==> config.mk <==
export PLATFORM = sky130hd
export DESIGN_NAME = vga_initials_top_flat
export DESIGN_NICKNAME = d
export VERILOG_FILES = /design/src/rtl/vga_pkg.sv /design/src/rtl/vga_if.sv /design/src/rtl/vga_640x480.sv /design/src/rtl/vga_initials_top.sv /design/src/flat_wrapper.sv
export SDC_FILE = /design/constraint.sdc
export NUM_CORES = 1
export LEC_CHECK = 0
export ABC_AREA = 1
export BUFFER_PORTS_ARGS = -buffer_cell sky130_fd_sc_hd__buf_2
export CORE_MARGIN = 1.5
export CORE_UTILIZATION = 53
export CTS_BUF_LIST = sky130_fd_sc_hd__clkbuf_4 sky130_fd_sc_hd__clkbuf_8
export CTS_CLUSTER_SIZE = 16
export DETAILED_ROUTE_END_ITERATION = 6
export PLACE_DENSITY = 0.7
export SETUP_SLACK_MARGIN = 0.5
export SYNTH_ARGS = -nofsm -noshare
export SYNTH_HDL_FRONTEND = slang
export SYNTH_HIERARCHICAL = 1
export SYNTH_SLANG_ARGS = --single-unit
==> constraint.sdc <==
create_clock -name mclk -period 5.6 [get_ports mclk]
set_input_delay 0.56 -clock mclk [delete_from_list [all_inputs] [get_ports mclk]]
set_output_delay 0.56 -clock mclk [all_outputs]
set_load 0.1 [all_outputs]
==> src/rtl/vga_pkg.sv <==
// Shared timing constants and colour type for the 640x480@60 Hz initials display.
package vga_pkg;

   localparam logic [9:0] HPIXELS = 10'd800;
   localparam logic [9:0] VLINES  = 10'd521;
   localparam logic [9:0] HSYNC_W = 10'd128;
   localparam logic [9:0] VSYNC_W = 10'd2;
   localparam logic [9:0] HBP     = 10'd144;
   localparam logic [9:0] HFP     = 10'd784;
   localparam logic [9:0] VBP     = 10'd31;
   localparam logic [9:0] VFP     = 10'd511;
   localparam logic [9:0] X0      = 10'd288;
   localparam logic [9:0] Y0      = 10'd232;

   typedef struct packed {
      logic [2:0] red;
      logic [2:0] green;
      logic [1:0] blue;
   } rgb332_t;

   localparam rgb332_t RGB_BLACK = '{red: 3'd0, green: 3'd0, blue: 2'd0};
   localparam rgb332_t RGB_WHITE = '{red: 3'd7, green: 3'd7, blue: 2'd3};
   localparam rgb332_t RGB_BLUE  = '{red: 3'd0, green: 3'd0, blue: 2'd3};

endpackage

==> src/rtl/vga_if.sv <==
// Board-pin side of the VGA display: syncs plus 3:3:2 colour.
interface vga_if;
   logic       hsync;
   logic       vsync;
   logic [2:0] red;
   logic [2:0] green;
   logic [1:0] blue;

   modport master (output hsync, vsync, red, green, blue);
   modport slave  (input  hsync, vsync, red, green, blue);
endinterface

==> src/rtl/vga_640x480.sv <==
// Pixel-rate enable, horizontal/vertical counters and registered syncs for 640x480.
module vga_640x480
   import vga_pkg::*;
#(
   parameter logic [9:0] P_VLINES = VLINES,
   parameter logic [9:0] P_VBP    = VBP,
   parameter logic [9:0] P_VFP    = VFP
) (
   input  logic       i_clk,
   input  logic       i_rst,
   output logic       o_pix_en,
   output logic [9:0] o_hc,
   output logic [9:0] o_vc,
   output logic       o_hsync,
   output logic       o_vsync,
   output logic       o_visible
);

   logic       r_pix_en;
   logic [9:0] r_hc;
   logic [9:0] r_vc;
   logic       r_hsync;
   logic       r_vsync;
   logic       w_line_end;
   logic       w_frame_end;

   assign w_line_end  = (r_hc == HPIXELS - 10'd1);
   assign w_frame_end = (r_vc == P_VLINES - 10'd1);

   // Syncs are registered from the counter values of the pixel being left,
   // so they carry the same one-pixel latency as the colour outputs.
   always_ff @(posedge i_clk or posedge i_rst) begin
      if (i_rst) begin
         r_pix_en <= 1'b0;
         r_hc     <= '0;
         r_vc     <= '0;
         r_hsync  <= 1'b1;
         r_vsync  <= 1'b1;
      end else begin
         r_pix_en <= ~r_pix_en;
         if (r_pix_en) begin
            r_hsync <= (r_hc >= HSYNC_W);
            r_vsync <= (r_vc >= VSYNC_W);
            if (w_line_end) begin
               r_hc <= '0;
               if (w_frame_end) r_vc <= '0;
               else             r_vc <= r_vc + 10'd1;
            end else begin
               r_hc <= r_hc + 10'd1;
            end
         end
      end
   end

   assign o_pix_en  = r_pix_en;
   assign o_hc      = r_hc;
   assign o_vc      = r_vc;
   assign o_hsync   = r_hsync;
   assign o_vsync   = r_vsync;
   assign o_visible = (r_hc >= HBP) && (r_hc < HFP) && (r_vc >= P_VBP) && (r_vc < P_VFP);

endmodule

==> src/rtl/vga_initials_top.sv <==
// VGA top: sync generation plus a 32x16 initials bitmap drawn 2x-scaled on a blue field.
module vga_initials_top
   import vga_pkg::*;
#(
   parameter logic [9:0] P_VLINES = VLINES,
   parameter logic [9:0] P_VBP    = VBP,
   parameter logic [9:0] P_VFP    = VFP,
   parameter logic [9:0] P_Y0     = Y0
) (
   input  logic mclk,
   input  logic btn,
   vga_if.master o_vga
);

   logic        w_pix_en;
   logic        w_hsync;
   logic        w_vsync;
   logic        w_visible;
   logic [9:0]  w_hc;
   logic [9:0]  w_vc;
   logic [9:0]  w_x;
   logic [9:0]  w_y;
   logic        w_in_box;
   logic [3:0]  w_row;
   logic [4:0]  w_col;
   logic [31:0] w_rom_word;
   logic        w_bit;
   rgb332_t     w_rgb_next;
   rgb332_t     r_rgb;

   vga_640x480 #(
      .P_VLINES (P_VLINES),
      .P_VBP    (P_VBP),
      .P_VFP    (P_VFP)
   ) u_timing (
      .i_clk     (mclk),
      .i_rst     (btn),
      .o_pix_en  (w_pix_en),
      .o_hc      (w_hc),
      .o_vc      (w_vc),
      .o_hsync   (w_hsync),
      .o_vsync   (w_vsync),
      .o_visible (w_visible)
   );

   assign w_x      = w_hc - HBP;
   assign w_y      = w_vc - P_VBP;
   assign w_in_box = (w_x >= X0) && (w_x < X0 + 10'd64) &&
                     (w_y >= P_Y0) && (w_y < P_Y0 + 10'd32);
   assign w_col    = 5'((w_x - X0) >> 1);
   assign w_row    = 4'((w_y - P_Y0) >> 1);

   // Rows 0 and 15 form the top/bottom border; the sides frame the letters.
   always_comb begin
      w_rom_word = 32'h0000_0000;
      case (w_row)
         4'd0:  w_rom_word = 32'hFFFF_FFFF;
         4'd1:  w_rom_word = 32'h8000_0001;
         4'd2:  w_rom_word = 32'h81FC_3061;
         4'd3:  w_rom_word = 32'h8030_30C1;
         4'd4:  w_rom_word = 32'h8030_3181;
         4'd5:  w_rom_word = 32'h8030_3301;
         4'd6:  w_rom_word = 32'h8030_3601;
         4'd7:  w_rom_word = 32'h8030_3C01;
         4'd8:  w_rom_word = 32'h8030_3C01;
         4'd9:  w_rom_word = 32'h8030_3601;
         4'd10: w_rom_word = 32'h8630_3301;
         4'd11: w_rom_word = 32'h8630_3181;
         4'd12: w_rom_word = 32'h8660_30C1;
         4'd13: w_rom_word = 32'h83C0_3061;
         4'd14: w_rom_word = 32'h8000_0001;
         4'd15: w_rom_word = 32'hFFFF_FFFF;
         default: w_rom_word = 32'h0000_0000;
      endcase
   end

   assign w_bit = w_rom_word[5'd31 - w_col];

   always_comb begin
      w_rgb_next = RGB_BLACK;
      if (w_visible) w_rgb_next = (w_in_box && w_bit) ? RGB_WHITE : RGB_BLUE;
   end

   always_ff @(posedge mclk or posedge btn) begin
      if (btn)           r_rgb <= RGB_BLACK;
      else if (w_pix_en) r_rgb <= w_rgb_next;
   end

   assign o_vga.hsync = w_hsync;
   assign o_vga.vsync = w_vsync;
   assign o_vga.red   = r_rgb.red;
   assign o_vga.green = r_rgb.green;
   assign o_vga.blue  = r_rgb.blue;

endmodule

==> src/flat_wrapper.sv <==
// flat-port wrapper written by rule: the top's interface ports become plain ports
module vga_initials_top_flat import vga_pkg::*;
#(
   parameter logic [9:0] P_VLINES = VLINES,
   parameter logic [9:0] P_VBP    = VBP,
   parameter logic [9:0] P_VFP    = VFP,
   parameter logic [9:0] P_Y0     = Y0
)
  (mclk, btn, o_vga_hsync, o_vga_vsync, o_vga_red, o_vga_green, o_vga_blue);
  vga_if o_vga_i ();
  input  logic mclk;
  input  logic btn;
  output wire logic [$bits(o_vga_i.hsync)-1:0] o_vga_hsync;
  output wire logic [$bits(o_vga_i.vsync)-1:0] o_vga_vsync;
  output wire logic [$bits(o_vga_i.red)-1:0] o_vga_red;
  output wire logic [$bits(o_vga_i.green)-1:0] o_vga_green;
  output wire logic [$bits(o_vga_i.blue)-1:0] o_vga_blue;
  assign o_vga_hsync = o_vga_i.hsync;
  assign o_vga_vsync = o_vga_i.vsync;
  assign o_vga_red = o_vga_i.red;
  assign o_vga_green = o_vga_i.green;
  assign o_vga_blue = o_vga_i.blue;
  vga_initials_top #(.P_VLINES(P_VLINES), .P_VBP(P_VBP), .P_VFP(P_VFP), .P_Y0(P_Y0)) u_core (.mclk(mclk), .btn(btn), .o_vga(o_vga_i));
endmodule
After elaboration in Yosys (flattened, before gate mapping)
Memory sizes are Yosys's and may differ from the RTL's.
Index checks and enable logic that the tools add are counted.
- flip-flop bits (word level): 31
- ROM bits: 480
- input bits: 2
- output and inout bits: 10
- word-level logic and storage cells: 44
- memories: 1
- memories (memory ; depth ; width ; read ports ; clocked after Yosys merged registers in ; wr ports ; RTL line ; text):
    (name not given) ; 16 ; 30 ; 1 ; 0 ; 0 ; vga_initials_top.sv:56 ; case (w_row)
- $add $sub $neg: 7
- magnitude comparators: 11
- equal/unequal tests: 2
- mux-type cells: 6
- bitwise gates (word level): 1
- reduce and logical (&&, ||, !) cells: 8
- operators by type and width (operator ; number):
    greater-or-equal comparator 10 x 8 -> 1 bit (second input constant) ; 3
    less-than comparator 10 x 9 -> 1 bit (second input constant) ; 3
    adder 10 x 1 -> 10 bit (second input constant) ; 2
    equality test 10 bit (second input constant) ; 2
    2-to-1 mux 10 bit ; 2
    2-to-1 mux 8 bit ; 2
    greater-or-equal comparator 10 x 2 -> 1 bit (second input constant) ; 1
    greater-or-equal comparator 10 x 5 -> 1 bit (second input constant) ; 1
    greater-or-equal comparator 10 x 9 -> 1 bit (second input constant) ; 1
    less-than comparator 10 bit (second input constant) ; 1
    subtractor 10 x 5 -> 10 bit (second input constant) ; 1
    subtractor 10 x 8 -> 10 bit (second input constant) ; 1
    logical AND 1 bit ; 7
    less-than comparator 5 x 6 -> 1 bit (second input constant) ; 1
    subtractor 6 bit (second input constant) ; 1
    binary-select mux 1 bit (select 5 bit) ; 1
    subtractor 5 x 4 -> 5 bit (second input constant) ; 1
    subtractor 5 bit (first input constant) ; 1
    AND reduction 2 bit ; 1
    2-to-1 mux 1 bit ; 1
    NOT 1 bit ; 1

Depth between registers and ports, before layout
Gate-level depths: netlist (run 1).
- depth in word-level cells: 8
- gate-level depth with buffers: 19

Modules after synthesis
Netlist (run 1), hierarchy kept.
- modules (own cells, without submodules) (module ; instances ; cells each ; area each (µm²)):
    vga_640x480 ; 1 ; 181 ; 1415.1
    vga_initials_top ; 1 ; 201 ; 1071.0

Least setup slack after synthesis (run 1)
No wires, ideal clock.
- path type: flip-flop to flip-flop
- start: register u_core.u_timing.r_vc[0], in the netlist u_core/u_timing/o_vc[0]
- end: register u_core.r_rgb, in the netlist u_core/o_vga.red[1]
- arrival: 1.950 ns
- required time: 5.480 ns
- setup slack: 3.530 ns
- stages on the path, launching flop included: 20
- path buffers: 0
- period minus slack after synthesis: 2.070 ns
- path through: dfrtp_1 ha_1 nand2_1 inv_1 nor2_1 ha_1 inv_1 nand2_1 nand2_1 nand2_1 nand2_1 nand2_1 nand2_1 nand2_1 nand2_1 nand2_1 nand2_1 nand2_1 nand3_1 nand2_1
- longest elaborated chain between the ends: 8
- elaborated cells between the ends (all ways): 16
- ends and longest elaborated chain (element ; RTL line ; text):
    start, declared ; vga_640x480.sv:21 ; logic [9:0] r_vc;
    start signal, assigned ; vga_640x480.sv:47 ; else r_vc <= r_vc + 10'd1;
    subtractor 10 x 5 -> 10 bit ; vga_initials_top.sv:47 ; assign w_y = w_vc - P_VBP;
    subtractor 5 x 4 -> 5 bit ; vga_initials_top.sv:51 ; assign w_row = 4'((w_y - P_Y0) >> 1);
    memory (16 x 30 bit) ; -- ;
    binary-select mux 1 bit (select 5 bit) ; vga_initials_top.sv:77 ; assign w_bit = w_rom_word[5'd31 - w_col];
    2-to-1 mux 1 bit (not written as such) ; vga_initials_top.sv:77 ;
    logical AND 1 bit ; vga_initials_top.sv:81 ; if (w_visible) w_rgb_next = (w_in_box && w_bit) ? RGB_WHITE : RGB_BLUE;
    2-to-1 mux 8 bit ; vga_initials_top.sv:81 ;
    2-to-1 mux 8 bit * ; vga_initials_top.sv:81 ;
    end signal, assigned ; vga_initials_top.sv:86 ; else if (w_pix_en) r_rgb <= w_rgb_next;
    end, declared ; vga_initials_top.sv:29 ; rgb332_t r_rgb;
Mark *: on every way between the ends. The rest lies on a longest branch, timed or not. The select of a mux whose other input is x is not followed.
A chain may end at the register's enable or synchronous reset.

Final worst setup path (run 1)
- start: register u_core.u_timing.r_vc[1], in the netlist u_core/u_timing/o_vc[1]
- end: register u_core.r_rgb, in the netlist u_core/o_vga.red[1]
Same word-level chain as after synthesis.

==> results.sh, run 1 <==
export IMPL_cts_clk_slew_worst_paths_ns=0.09
export IMPL_vias=2315
export IMPL_maxCapViolCount=0
export IMPL_cts_setup_buffers=0
export IMPL_track_usage_pct=23.0
export IMPL_p_comb_share_pct=1.3
export IMPL_holdCritPathClass="input pin to asynchronous set/reset pin"
export IMPL_start_kind="register"
export IMPL_drive_gt1_share_pct=10.4
export IMPL_grt_pass1_vias=2121
export IMPL_cts_repair_resized=0
export IMPL_critPathMostFrequentCell="nand2_1"
export IMPL_max_stage_delay_ns=0.51
export IMPL_synth_largest_area_cell="dfrtp_1"
export IMPL_p_seq_share_pct=61.1
export IMPL_cp_required_ns=5.77
export IMPL_synth_top_cell_area_share_pct=23.2
export IMPL_maxSlewHeadroom_pct=41.7
export IMPL_syn_to_final_growth_pct=3.02
export IMPL_p_per_area_mw_per_mm2=115
export IMPL_grt_overflow=0
export IMPL_synth_area_mm2=0.00249
export IMPL_routed_wirelength_um=5380
export IMPL_violations="design-rule violations"
export IMPL_setup_viol=0
export IMPL_cts_root_buffer="clkbuf_8"
export IMPL_n_fill_cell=456
export IMPL_whs_ns=0.127
export IMPL_nets=401
export IMPL_fin_crit_sh_pct=41.7
export IMPL_design_core_area_mm2=0.00444
export IMPL_min_period_ns=2.33
export IMPL_switching_share_pct=21.6
export IMPL_synth_edff_count=0
export IMPL_synth_area_per_cell_um2=6.51
export IMPL_instances_no_fill=438
export IMPL_die_area_mm2=0.00511
export IMPL_cp_end_kind="register"
export IMPL_clock_path_buffers=2
export IMPL_worst_pin_slew_ns=0.873
export IMPL_ctsHtreeMaxLevel=1
export IMPL_clkPwrFrac_pct=37.5
export IMPL_final_cell_mix="118 x nand2_1, 51 x inv_1, 48 x nand3_1"
export IMPL_pre_cts_slack_ns=3.29
export IMPL_slew_violations=0
export IMPL_r2r_slack_ns=3.27
export IMPL_status="finished with violations"
export IMPL_p_sw_mw=0.0639
export IMPL_grt_setup_unrepaired="no"
export IMPL_ir_worst_vdd_uv=113
export IMPL_synthCells=382
export IMPL_initial_core_util_pct=55.9
export IMPL_yosysWarningCount=6
export IMPL_grt_antenna_before_repair=0
export IMPL_critical_path_top_delay_family="simple AND/OR/NAND/NOR gates"
export IMPL_cp_max_fo=11
export IMPL_numCtsBuffers=3
export IMPL_portBuffers=11
export IMPL_die_h_um=71.5
export IMPL_initialDrtViolationCount=128
export IMPL_p_leak_nw=1.48
export IMPL_route_detailed_drc=1
export IMPL_critPathKind="register to register"
export IMPL_dp_hpwl_um=4140
export IMPL_cts_tree="done"
export IMPL_setup_slack_ns=3.27
export IMPL_dp_cells=434
export IMPL_fin_skew_ns=0.00737
export IMPL_wire_per_inst_um=12.3
export IMPL_max_freq_ghz=0.429
export IMPL_final_common_cell="nand2_1"
export IMPL_ys_seq_area_share_pct=25.3
export IMPL_stdcell_area_mm2=0.00256
export IMPL_drtAntennaViolNets=0
export IMPL_worst_path_buf_inv=2
export IMPL_ys_top_cells_by_area="dfrtp_1 23%, nand2_1 18%, nand3_1 9.7%"
export IMPL_io_pins=12
export IMPL_die_x_um=71.5
export IMPL_setup_tns_ns=0
export IMPL_synth_nets=396
export IMPL_ys_seq_elements=25
export IMPL_crit_arrival_ns=2.51
export IMPL_grt_max_degree=24
export IMPL_postPlaceCellArea_mm2=0.00251
export IMPL_cts_sinks=25
export IMPL_vias_per_cell=5.29
export IMPL_synth_distinct_cells=33
export IMPL_cp_slowest_cell="dfrtp_1"
export IMPL_antennaDiodeCount=0
export IMPL_hold_buffers=0
export IMPL_internal_power_mw=0.231
export IMPL_row_count=24
export IMPL_synth_flop_cell="dfrtp_1"
export IMPL_grt_pass1_wl_um=9580
export IMPL_async_flop_share_pct=100
export IMPL_routabilityCongestion=0.911
export IMPL_first_pass_iters=7
export IMPL_path_cells="ha_1 -> nand2_1 -> inv_1 -> nor2_1 -> ha_1 -> inv_1 -> nand2_1 -> nand2_1 -> nand2_1 -> nand2_1 -> nand2_1 -> nand2_1 -> nand2_1 -> nand2_1 -> nand2_1 -> nand2_1 -> nand2_1 -> nand3_1 -> nand2_1"
export IMPL_finalHoldViolCount=0
export IMPL_clk_latency_ns=0.27
==> cell usage after synthesis, types with 5 or more instances <==
| cell type | instances |
|---|---|
| nor2_1 | 33 |
| inv_2 | 5 |
| o21ai_0 | 12 |
| dfrtp_1 | 23 |
| nand2_4 | 5 |
| a21oi_1 | 12 |
| buf_4 | 6 |
| nand2_1 | 118 |
| ha_1 | 12 |
| nor3_1 | 5 |
| inv_1 | 51 |
| nand3_1 | 48 |
| xor2_1 | 10 |
| nand4_1 | 5 |
==> power by group through the flow <==
stage / Clock (mW) / Combinational [mW] / Sequential [mW]
after floorplan: 0 / 0.00274 / 0.184
after global placement: 0 / 0.00429 / 0.184
after detailed placement: 0 / 0.00430 / 0.184
after CTS: 0.116 / 0.00430 / 0.180
after global routing: 0.120 / 0.00507 / 0.180
final: 0.111 / 0.00388 / 0.180
==> cell type report <==
class / instances / area (um^2) / share of cell area [%]
Timing Repair Buffer: 11 / 55.1 / 2.15
Tap cell: 52 / 65.1 / 2.54
Inverter: 57 / 214 / 8.35
Clock buffer: 3 / 41.3 / 1.61
Clock inverter: 1 / 7.51 / 0.293
Multi-Input combinational cell: 289 / 1550 / 60.5
Sequential cell: 25 / 628 / 24.5
==> flip-flops by register name, summed over array words and instances, names as in the netlist <==
register / cells
u_core/u_timing/o_hc: 10
u_core/u_timing/o_vc: 10
u_core/o_vga.blue: 1
u_core/o_vga.red: 1
u_core/u_timing/o_hsync: 1
u_core/u_timing/o_pix_en: 1
u_core/u_timing/o_vsync: 1
==> metal layers <==
metal | up-vias | track usage, % | part of all wire (%)
met4 | 0 | 6.08 | 0.74
met2 | 54 | 37.4 | 46
li1 | 1219 | - | -
met1 | 1038 | 32.8 | 50
met3 | 4 | 2.39 | 3.3
met5 | - | 0 | 0
==> metrics by stage <==
step	utilization [%]	power, mW
after floorplan	-	0.187
after global placement	56.5	0.188
after detailed placement	56.5	0.188
after CTS	57.6	0.301
after global routing	57.6	0.305
final	57.6	0.295
==> cells by family (layout without fill, tap and decap cells) <==
| logic type | count (synthesis) | after routing | share of synthesized area (%) |
|---|---|---|---|
| buf+inv | 68 | 72 | 12.4 |
| xor+xnor | 14 | 14 | 4.93 |
| fa+ha+maj | 12 | 12 | 6.04 |
| flops | 25 | 25 | 25.3 |
| compound gates | 33 | 33 | 7.15 |
| simple gates | 230 | 230 | 44.2 |
==> path summary, 6_finish.rpt <==
path,start,to,cells past startpoint
hold reg to reg,u_core/o_vga.blue[0],u_core/o_vga.blue[0],2
setup reg to reg,u_core/u_timing/o_vc[1],u_core/o_vga.red[1],19
setup / recovery,u_core/u_timing/o_vc[1],u_core/o_vga.red[1],19
max in group asynchronous,btn,u_core/u_timing/o_vc[3],2
min in group mclk,u_core/o_vga.blue[0],u_core/o_vga.blue[0],2
hold / removal,btn,u_core/o_vga.blue[0],2
(Power assumes the default switching activity.)
==> run 2: changes to the inputs <==
==> constraint.sdc (replaced) <==
create_clock -name mclk -period 2.3 [get_ports mclk]
set_input_delay 0.23 -clock mclk [delete_from_list [all_inputs] [get_ports mclk]]
set_output_delay 0.23 -clock mclk [all_outputs]
set_load 0.1 [all_outputs]
==> run 2 against run 1 <==
The flow still finishes with violations (design-rule violations); worst setup slack lost 3.0 ns; sequential power grew 140%; via count grew 7.5%; first-iteration DRC count grew 37%; clock power grew 150%; global-route usage grew 0.20 points; maximum frequency grew 13%; die area is the same; largest cell class unchanged; largest power group unchanged; highest routed layer unchanged.
==> results.sh, run 2 (synthesized netlist as in run 1, its figures left out) <==
export IMPL_status="finished with violations"
export IMPL_violations="design-rule violations"
export IMPL_grt_setup_unrepaired="yes"
export IMPL_critPathKind="register to register"
export IMPL_maxCapViolCount=0
export IMPL_routed_wirelength_um=5640
export IMPL_die_h_um=71.5
export IMPL_p_leak_nw=1.56
export IMPL_clock_path_buffers=2
export IMPL_grt_pass1_vias=2266
export IMPL_io_pins=12
export IMPL_drive_gt1_share_pct=19.4
export IMPL_n_fill_cell=414
export IMPL_portBuffers=11
export IMPL_vias_per_cell=5.48
export IMPL_min_period_ns=2.07
export IMPL_r2r_slack_ns=0.23
export IMPL_ctsHtreeMaxLevel=1
export IMPL_routabilityCongestion=0.939
export IMPL_initial_core_util_pct=55.9
export IMPL_slew_violations=0
export IMPL_row_count=24
export IMPL_finalHoldViolCount=0
export IMPL_finalCoreUtilization_pct=62.8
export IMPL_holdCritPathClass="input pin to asynchronous set/reset pin"
export IMPL_grt_antenna_before_repair=0
export IMPL_drtAntennaViolNets=0
export IMPL_p_per_area_mw_per_mm2=260
export IMPL_worst_pin_slew_ns=0.494
export IMPL_numCtsBuffers=3
export IMPL_max_freq_ghz=0.484
export IMPL_start_kind="register"
export IMPL_grt_pass1_wl_um=9740
export IMPL_final_cell_mix="112 x nand2_1, 48 x inv_1, 47 x nand3_1"
export IMPL_p_total_mw=0.724
export IMPL_pre_cts_slack_ns=0.132
export IMPL_cts_clk_slew_worst_paths_ns=0.10
export IMPL_cts_root_buffer="clkbuf_8"
export IMPL_cts_sinks=25
export IMPL_initialDrtViolationCount=175
export IMPL_setup_tns_ns=0
export IMPL_ir_worst_vdd_uv=241
export IMPL_grt_max_degree=24
export IMPL_route_detailed_drc=1
export IMPL_cp_max_fo=7
export IMPL_antennaDiodeCount=0
export IMPL_crit_arrival_ns=2.24
export IMPL_syn_to_final_growth_pct=12.2
export IMPL_clk_latency_ns=0.27
export IMPL_dp_hpwl_um=4170
export IMPL_cp_end_kind="register"
export IMPL_setup_slack_ns=0.233
export IMPL_maxSlewHeadroom_pct=67.1
export IMPL_cts_tree="done"
export IMPL_final_common_cell="nand2_1"
export IMPL_first_pass_iters=6
export IMPL_design_core_area_mm2=0.00444
export IMPL_setup_viol=0
export IMPL_grt_overflow=0
export IMPL_vias=2489
export IMPL_die_x_um=71.5
export IMPL_die_area_mm2=0.00511
export IMPL_fin_crit_sh_pct=89.9
export IMPL_wire_per_inst_um=12.4
export IMPL_track_usage_pct=23.2
export IMPL_nets=417
export IMPL_fin_skew_ns=0.00833
export IMPL_cp_required_ns=2.48
==> run 2: what timing repair did <==
| action | CTS | global route |
|---|---|---|
| hold buffers | 1 | 0 |
| setup endpoints to repair | 1 | 5 |
| pin swaps | 9 | 13 |
| setup buffers | 9 | 2 |
| endpoints found under the hold margin | 2 | 0 |
| resized for setup | 10 | 10 |
==> run 2: per-layer routing <==
layer,routed length [um],share of wire [%],track usage (%)
met1,2580,46,31.4
met4,105,1.9,7.13
met3,257,4.6,2.53
met2,2690,48,39.1
met5,0,0,0
==> run 2: worst paths after layout <==
path                                          from                 endpoint  depth (start not counted)
min reg2reg                   u_core/o_vga.blue[0]     u_core/o_vga.blue[0]                          2
max reg2reg                u_core/u_timing/o_vc[1]      u_core/o_vga.red[1]                         17
min in group mclk             u_core/o_vga.blue[0]     u_core/o_vga.blue[0]                          2
max                        u_core/u_timing/o_vc[1]      u_core/o_vga.red[1]                         17
min                                            btn      u_core/o_vga.red[1]                          3
max in group asynchronous                      btn  u_core/u_timing/o_vsync                          4
==> run 2: cell type report <==
cell class	count	area [um^2]	share of cell area (%)
multi-input cells	289	1650	59.1
flip-flops and latches	25	633	22.7
inverters	57	216	7.76
repair buffers	27	178	6.37
well taps	52	65.1	2.33
clock buffers	3	41.3	1.48
clock inverters	1	7.51	0.269
==> run 2: stage by stage <==
step,hold WS (ns),cells,area [um^2]
floorplan,-0.0288,382,2540
global placement,0.0925,438,2590
detailed placement,0.0965,438,2590
CTS,0.343,452,2750
global route,0.376,454,2790
finish,0.346,454,2790
==> run 2: critical path: stages, from the launching register on <==
cell	delay, ns
dfrtp_2	0.49
ha_4	0.22
nand2_4	0.06
inv_2	0.04
nor2_4	0.14
ha_4	0.22
inv_4	0.07
nand3_2	0.08
nand2_1	0.07
nand2_1	0.06
a21oi_1	0.14
nand2_1	0.07
nand2_1	0.06
nand2_1	0.05
nand2_1	0.05
nand2_1	0.04
nand3_1	0.06
nand2_1	0.05
==> run 2: where the power goes <==
part | switching, mW | internal [mW]
Sequential | 0 | 0.439
Clock | 0.150 | 0.123
Combinational | 0.00927 | 0.00310
==> run 3: changes to the inputs <==
--- a/config.mk
+++ b/config.mk
@@ -8,11 +8,12 @@
 export ABC_AREA = 1
 export BUFFER_PORTS_ARGS = -buffer_cell sky130_fd_sc_hd__buf_2
 export CORE_MARGIN = 1.5
-export CORE_UTILIZATION = 53
+export CORE_UTILIZATION = 50
 export CTS_BUF_LIST = sky130_fd_sc_hd__clkbuf_4 sky130_fd_sc_hd__clkbuf_8
 export CTS_CLUSTER_SIZE = 16
 export DETAILED_ROUTE_END_ITERATION = 6
-export PLACE_DENSITY = 0.7
+export MAX_ROUTING_LAYER = met4
+export PLACE_DENSITY = 0.67
 export SETUP_SLACK_MARGIN = 0.5
 export SYNTH_ARGS = -nofsm -noshare
 export SYNTH_HDL_FRONTEND = slang
==> run 3 against run 2 <==
Worst setup slack got worse by 0.013 ns; critical path depth unchanged; die area increased by 5.7%; clock skew decreased by 0.0013 ns; flip-flop and latch count unchanged; sequential share of layout area decreased by 0.18 points; non-clock buffer count decreased by 1; wire length decreased by 0.57%; power decreased by 0.45%; design area increased by 0.99%; via count decreased by 5.0%; the flow now finishes without violations; maximum frequency decreased by 0.60%.
==> results.sh, run 3 (synthesized netlist as in run 1, its figures left out) <==
export IMPL_status="finished, final reports clean"
export IMPL_die_area_mm2=0.00540
export IMPL_cp_end_kind="register"
export IMPL_setup_viol=0
export IMPL_cts_clk_slew_worst_paths_ns=0.09
export IMPL_cts_sinks=25
export IMPL_wire_per_inst_um=12.0
export IMPL_max_stage_delay_ns=0.48
export IMPL_maxCapViolCount=0
export IMPL_grt_pass1_vias=2152
export IMPL_route_detailed_drc=0
export IMPL_critical_path_top_delay_family="simple AND/OR/NAND/NOR gates"
export IMPL_cp_num_cells=17
export IMPL_reg2reg_to="u_core/o_vga.red[1]"
export IMPL_p_leak_nw=1.55
export IMPL_antennaDiodeCount=0
export IMPL_vias_per_cell=5.05
export IMPL_slew_violations=0
export IMPL_fin_skew_ns=0.00701
export IMPL_worst_pin_slew_ns=0.556
export IMPL_worst_path_buf_inv=2
export IMPL_r2r_cells=17
export IMPL_ir_worst_vdd_uv=236
export IMPL_dp_cells=452
export IMPL_routabilityCongestion=0.865
export IMPL_clock_path_buffers=2
export IMPL_whs_ns=0.366
export IMPL_grt_overflow=0
export IMPL_initial_core_util_pct=52.3
export IMPL_row_count=25
export IMPL_design_core_area_mm2=0.00475
export IMPL_grt_pass1_wl_um=9710
export IMPL_drtAntennaViolNets=0
export IMPL_instances_no_fill=468
export IMPL_finalHoldViolCount=0
export IMPL_timing_rr_start="u_core/u_timing/o_vc[1]"
export IMPL_syn_to_final_growth_pct=13.3
export IMPL_routed_wirelength_um=5610
export IMPL_met2_usage_pct=38.1
export IMPL_clk_latency_ns=0.27
export IMPL_first_pass_iters=4
export IMPL_final_cell_mix="112 x nand2_1, 48 x inv_1, 47 x nand3_1"
export IMPL_cp_required_ns=2.47
export IMPL_grt_max_degree=16
export IMPL_die_h_um=73.5
export IMPL_p_per_area_mw_per_mm2=256
export IMPL_met1_usage_pct=31.3
export IMPL_max_freq_ghz=0.481
export IMPL_min_period_ns=2.08
export IMPL_cts_root_buffer="clkbuf_8"
export IMPL_dp_hpwl_um=4220
export IMPL_initialDrtViolationCount=106
export IMPL_setup_tns_ns=0
export IMPL_r2r_slack_ns=0.22
export IMPL_cts_tree="done"
export IMPL_portBuffers=11
export IMPL_grt_antenna_before_repair=0
export IMPL_path_cells="ha_4 -> nand2_4 -> inv_4 -> nor2_4 -> ha_4 -> inv_4 -> nand3_2 -> nand2_1 -> nand2_1 -> a21oi_1 -> nand2_1 -> nand2_1 -> nand2_1 -> nand2_1 -> nand2_1 -> nand3_1 -> nand2_1"
export IMPL_gr_usage_met3_pct=2.61
export IMPL_final_common_cell="nand2_1"
export IMPL_nets=416
export IMPL_maxSlewHeadroom_pct=62.9
export IMPL_cp_slowest_cell="dfrtp_2"
export IMPL_drive_gt1_share_pct=19.7
export IMPL_ctsHtreeMaxLevel=1
export IMPL_io_pins=12
export IMPL_track_usage_pct=23.6
export IMPL_cp_max_fo=6
export IMPL_crit_arrival_ns=2.25
export IMPL_die_x_um=73.5
export IMPL_fin_crit_sh_pct=90.4
export IMPL_holdCritPathClass="input pin to asynchronous set/reset pin"
export IMPL_start_kind="register"
export IMPL_grt_setup_unrepaired="yes"
export IMPL_vias=2364
export IMPL_endpoint="u_core/o_vga.red[1]"
export IMPL_grt_busiest_layer="met2"
export IMPL_critPathKind="register to register"
export IMPL_numCtsBuffers=3
export IMPL_critPathMostFrequentCell="nand2_1"
export IMPL_startpoint="u_core/u_timing/o_vc[1]"
-- run 3: changes by cell type in the layout (fill, tap and decap cells not counted), moves of 2 or more --
cell	delta
ha_2	-2
inv_2	-2
inv_4	+2
o21ai_0	-2
-- run 3: metrics by stage --
stage	power [mW]	utilization (%)	area, um^2	setup WS (ns)
finish	0.721	59.3	2820	0.220
global route	0.755	59.3	2820	0.0652
CTS	0.734	57.6	2740	0.263
detailed placement	0.460	54.8	2610	0.141
global placement	0.460	54.8	2610	0.140
floorplan	0.455	-	2540	0.383
-- run 3: final cells by class --
cell class / count / area [um^2]
multi-input combinational: 289 / 1660
fill: 456 / 1940
sequential: 25 / 634
clock inverter: 1 / 7.51
timing repair buffer: 26 / 170
inverter: 57 / 221
clock buffer: 3 / 41.3
tap: 67 / 83.8
-- run 3: what timing repair did --
action                                  in CTS  in global routing
setup buffers                                7                  4
hold buffers                                 1                  0
endpoints found under the setup margin       1                  6
resized for setup                            8                 18
pin swaps                                    4                 19
hold endpoints to repair                     9                  0
-- run 3: report_power, final --
group	switching [mW]	internal (mW)	total, mW	leakage, nW
logic	0.0101	0.00306	0.0132	1.21
registers	0	0.439	0.439	0.319
clock network	0.146	0.123	0.268	0.0217
-- run 3: per-layer routing --
metal | share of wire (%) | vias up | wire length, um
li1 | - | 1248 | -
met4 | 1.2 | 0 | 70
met5 | 0 | - | 0
met3 | 2.0 | 6 | 111
met1 | 47 | 1081 | 2660
met2 | 49 | 29 | 2760
-- run 3: worst min path at each step --
| stage | slack [ns] | endpoint | cells past startpoint |
|---|---|---|---|
| 2_1_floorplan | -0.03 | u_core/o_vga.blue[0] | 1 |
| 3_3_place_gp | 0.1 | u_core/o_vga.blue[0] | 2 |
| 3_5_place_dp | 0.1 | u_core/o_vga.blue[0] | 2 |
| 4_1_cts | 0.34 | u_core/o_vga.blue[0] | 3 |
| 5_1_grt | 0.38 | u_core/o_vga.blue[0] | 3 |
| 6_report | 0.37 | u_core/o_vga.red[1] | 3 |
-- run 3: worst register-to-register path, stage by stage (launching register included) --
cell and delay, ns:
dfrtp_2 0.48, ha_4 0.21, nand2_4 0.07, inv_4 0.04, nor2_4 0.16, ha_4 0.23, inv_4 0.07, nand3_2 0.06
nand2_1 0.08, nand2_1 0.05, a21oi_1 0.14, nand2_1 0.07, nand2_1 0.07, nand2_1 0.05, nand2_1 0.05, nand2_1 0.04
nand3_1 0.05, nand2_1 0.05
